**src/rtl/linear_layer_start_fifo_srl_reader.sv**
```systemverilog
// FIFO built from a DEPTH-entry shift register with a registered output stage.
// Total capacity is DEPTH+1 tokens: DEPTH held in the shift register plus one in dout_reg.
module linear_layer_start_fifo_srl_reader #(
   parameter int DATA_WIDTH = 1,
   parameter int ADDR_WIDTH = 3,
   parameter int DEPTH      = 7
) (
   input  logic                  clk,
   input  logic                  reset,
   input  logic                  if_write_ce,
   input  logic                  if_write,
   input  logic [DATA_WIDTH-1:0] if_din,
   output logic                  if_full_n,
   input  logic                  if_read_ce,
   input  logic                  if_read,
   output logic [DATA_WIDTH-1:0] if_dout,
   output logic                  if_empty_n
);

   localparam logic [ADDR_WIDTH:0] DEPTH_C = (ADDR_WIDTH+1)'(DEPTH);

   typedef enum logic {EMPTY = 1'b0, VALID = 1'b1} state_t;

   state_t                  state, state_next;
   logic [DATA_WIDTH-1:0]   sr [DEPTH];
   logic [ADDR_WIDTH:0]     cnt;
   logic [ADDR_WIDTH-1:0]   raddr;
   logic [DATA_WIDTH-1:0]   tap;
   logic [DATA_WIDTH-1:0]   dout_reg;
   logic                    out_vld;
   logic                    push, pop, load;

   assign if_full_n = (cnt < DEPTH_C);
   assign pop       = if_read && if_read_ce && out_vld;
   assign load      = (cnt != '0) && (!out_vld || pop);
   // A pop at full moves the oldest tap out in the same cycle, so a concurrent push fits.
   assign push      = if_write && if_write_ce && (if_full_n || load);
   assign raddr     = ADDR_WIDTH'(cnt - 1'b1);

   always_comb begin
      tap = '0;
      for (int i = 0; i < DEPTH; i++)
         if (raddr == ADDR_WIDTH'(i)) tap = sr[i];
   end

   always_ff @(posedge clk) begin
      if (push) begin
         sr[0] <= if_din;
         for (int i = 1; i < DEPTH; i++) sr[i] <= sr[i-1];
      end
   end

   always_ff @(posedge clk) begin
      if (reset) begin
         cnt      <= '0;
         dout_reg <= '0;
      end else begin
         if (push && !load)      cnt <= cnt + 1'b1;
         else if (load && !push) cnt <= cnt - 1'b1;
         if (load) dout_reg <= tap;
      end
   end

   // Read-side state machine: state register, next-state logic, outputs.
   always_ff @(posedge clk) begin
      if (reset) state <= EMPTY;
      else       state <= state_next;
   end

   always_comb begin
      state_next = state;
      case (state)
         EMPTY:   if (load) state_next = VALID;
         VALID:   if (pop && !load) state_next = EMPTY;
         default: state_next = EMPTY;
      endcase
   end

   always_comb begin
      out_vld = (state == VALID);
   end

   assign if_dout    = dout_reg;
   assign if_empty_n = out_vld;

endmodule

```
**config.mk**
```make
export PLATFORM = sky130hd
export DESIGN_NAME = linear_layer_start_fifo_srl_reader
export DESIGN_NICKNAME = d
export VERILOG_FILES = /design/src/rtl/linear_layer_start_fifo_srl_reader.sv
export SDC_FILE = /design/constraint.sdc
export NUM_CORES = 1
export LEC_CHECK = 0
export CORE_UTILIZATION = 48
export CTS_BUF_LIST = sky130_fd_sc_hd__clkbuf_2
export CTS_CLUSTER_DIAMETER = 50
export DETAILED_ROUTE_END_ITERATION = 12
export GPL_TIMING_DRIVEN = 0
export PLACE_DENSITY = 0.75
export SLEW_MARGIN = 10
export SYNTH_ARGS = -nofsm -noshare
export SYNTH_HDL_FRONTEND = slang
export SYNTH_SLANG_ARGS = --single-unit
export TNS_END_PERCENT = 1
```
**constraint.sdc**
```tcl
create_clock -name clk -period 2.25 [get_ports clk]
set_clock_uncertainty 0.05 [all_clocks]
set_input_delay 0.3375 -clock clk [delete_from_list [all_inputs] [get_ports clk]]
set_output_delay 0.3375 -clock clk [all_outputs]
set_load 0.01 [all_outputs]
```
==> flow_metrics.tcl <==
set metrics [dict create \
    critical_path_buf_inv_count 1 \
    synthMuxAreaShare_pct 1.54 \
    synth_compound_area_share_pct 14.1 \
    port_buffers 9 \
    crit_path_frequent_cell "ha_4" \
    fin_area_um2 872 \
    synthAdderAreaFrac_pct 13.5 \
    htreeDepth 1 \
    synth_xor_xnor_area_share_pct 5.39 \
    outcome "finished clean" \
    placed_area_um2 776 \
    areaGrowthSynthToFinish_pct 34.3 \
    wl_per_cell_um 14.2 \
    grt-ovfl-total 0 \
    die_w_um 38.8 \
    cts_buffer_depth 2 \
    vias_per_cell 5.54 \
    synth_top_cell_by_area "edfxtp_1" \
    final_common_cell "clkdlybuf4s50_1" \
    synth-simple-area-share_pct 12.3 \
    vdd_drop_max_mv 0.752 \
    maxCapViolCount 0 \
    crit_arrival_ns 2.34 \
    rows 12 \
    tritoncts "done" \
    drt_iter0_drc 11 \
    yosys.area.top_type_share_pct 32.4 \
    regArea_um2 338 \
    worstHoldStart "sr[5]$_DFFE_PP_" \
    wl_mm 1.27 \
    layout_common_cells "clkdlybuf4s50_1, edfxtp_1, a21oi_1, nor2_1, ha_1" \
    synthesis.area_um2 649 \
    drv_slew 0 \
    cts.sinks 13 \
    cp-end-kind "flip-flop" \
    path_max_fanout 4 \
    syn_nets 73 \
    cpMaxStageDelayCell "or4_4" \
    rsz0062_at_grt "true" \
    multi_input_area_um2 367 \
    yosys_warnings 0 \
    relSlewSlack_pct 78.0 \
    drc_errors 0 \
    avgSynthCellArea_um2 11.0 \
    layout_min_cycle_time_ns 2.21 \
    hpwlAfterDp_um 918 \
    setup_ws_ns 0.0411 \
    io_pins 10 \
    nNetsFinal 90 \
    initial_utilization_pct 54.7 \
    grt_pass1_wl_mm 1.93 \
    worst_slew_pin_slew_ns 0.329 \
    grt_pass1_vias 426 \
    ys_top_cells_by_area "edfxtp_1, dfxtp_1, ha_1, a21oi_1, nor2_1" \
    ant_nets 0 \
    syn_inst 59 \
    insertion_delay_ns 0.28 \
    dp.cells 82 \
    core_um2 1190 \
    timing.rr.start "cnt[0]$_SDFFE_PP0P_" \
    finalCritPeriodShare_pct 98.2 \
    drt_first_pass_iters 4 \
    power_mw 1.03 \
    grt.total_usage_pct 20.0 \
    die_h_um 38.8 \
    route.vias.total 493 \
    stdcell_count 89 \
    drive_gt1_share_pct 25.3 \
    holdCritPathClass "reg2reg" \
    antenna_found_initial 0 \
    pre_cts_slack_ns -0.238 \
    crit_path_start "cnt[0]$_SDFFE_PP0P_" \
    holdWs_ns 0.419 \
    synth-seq-cells 13 \
    path_clk_slew_ns 0.14 \
    gp_congestion 0.720 \
    hold_viol 0 \
    synth_seq_area_share_pct 50.9 \
    finalSetupViolCount 0 \
    utilization_pct 73.5 \
    worstPathCellList "inv_4 -> ha_4 -> nor3b_4 -> a21oi_4 -> o211a_4 -> ha_4 -> or4_4 -> a21oi_2 -> xnor2_1 -> nor2_1" \
    fin_tns_setup_ns 0 \
    cts_buffers 3 \
    fillers 88 \
    critPathTopFamily "simple AND/OR/NAND/NOR gates" \
    grt_max_degree 9 \
    fmax_ghz 0.453 \
    leakage_nw 0.334 \
    synth_top_family_by_area "compound AO/OA/AOI/OAI gates" \
    max_stage_delay_ns 0.42 \
    yosysUniqueCellTypes 23 \
    clockRootBuffer "clkbuf_2" \
    path_class "reg2reg" \
    worstSetupStartpointType "flip-flop" \
    die-area_um2 1500 \
    antenna_cells 0 \
    power_density_nw_per_um2 1180 \
    required_ns 2.38 \
]
-- area by class of cell --
cell class	count	share of cell area, %
clock buffers	3	1.72
flip-flops and latches	13	38.7
multi-input cells	42	42.0
well taps	14	2.01
inverters	4	2.01
repair buffers	12	12.9
clock inverters	1	0.574
-- cells in the mapped netlist (all sizes together) --
cell,number
nor3b,1
nor3,1
o21ai,2
nand2,4
dfxtp,6
o211a,1
a41o,1
xor2,2
nand2b,1
inv,4
or3,1
or4,1
nor2,5
nand4,1
a221o,1
edfxtp,7
a21oi,8
mux2i,1
ha,7
xnor2,2
nand3b,1
a211oi,1
-- cell families (layout without fill, tap and decap cells) --
family,count (synthesis),in the layout
AND/OR/NAND/NOR,16,16
AO/OA/AOI/OAI,14,14
flip-flops,13,13
adder cells (fa/ha/maj),7,7
XOR/XNOR,4,4
buffers and inverters,4,20
multiplexers,1,1
-- layer usage --
layer  wire (µm)  up-vias  share of wire [%]  GRT usage (%)
met5           0        -                  0              0
met4          36        0                2.8           12.9
met3          56        5                4.4           3.47
met2         601       18                 47           30.8
met1         571      227                 45           25.3
li1            -      243                  -              -
-- registers in the layout (all words and copies together), names as in the netlist --
| signal | count |
|---|---|
| sr | 7 |
| if_dout | 1 |
| cnt | 4 |
| if_empty_n | 1 |
-- worst reg2reg max path: cells and delay by family (launching register included) --
| family | cells | cell delay (ns) |
|---|---|---|
| and+or+nand+nor | 3 | 0.70 |
| buffers and inverters | 1 | 0.07 |
| DFF | 1 | 0.38 |
| adders and majority gates | 2 | 0.32 |
| AOI/OAI and AO/OA | 3 | 0.47 |
| xor gates and xnor gates | 1 | 0.12 |
-- worst paths after layout --
| path | end | depth (start not counted) | slack [ns] |
|---|---|---|---|
| min reg2reg | sr[6]$_DFFE_PP_ | 0 | 0.42 |
| max | cnt[3]$_SDFFE_PP0P_ | 10 | 0.04 |
| min | sr[6]$_DFFE_PP_ | 0 | 0.42 |
| max reg2reg | cnt[3]$_SDFFE_PP0P_ | 10 | 0.04 |
-- power by group --
| part | switching, mW | internal (mW) | total (mW) |
|---|---|---|---|
| Sequential | 0.0493 | 0.312 | 0.361 |
| Combinational | 0.263 | 0.285 | 0.548 |
| Clock | 0.0819 | 0.0402 | 0.122 |
-- repair_timing --
item | in CTS | in global routing
endpoints found under the setup margin | 2 | 2
buffers inserted | 3 | 0
pin swaps | 2 | 4
gates resized for setup | 9 | 3
hold buffers | 0 | 0
endpoints found under the hold margin | 0 | 0
Note: power is estimated with default switching activity, not from simulation.
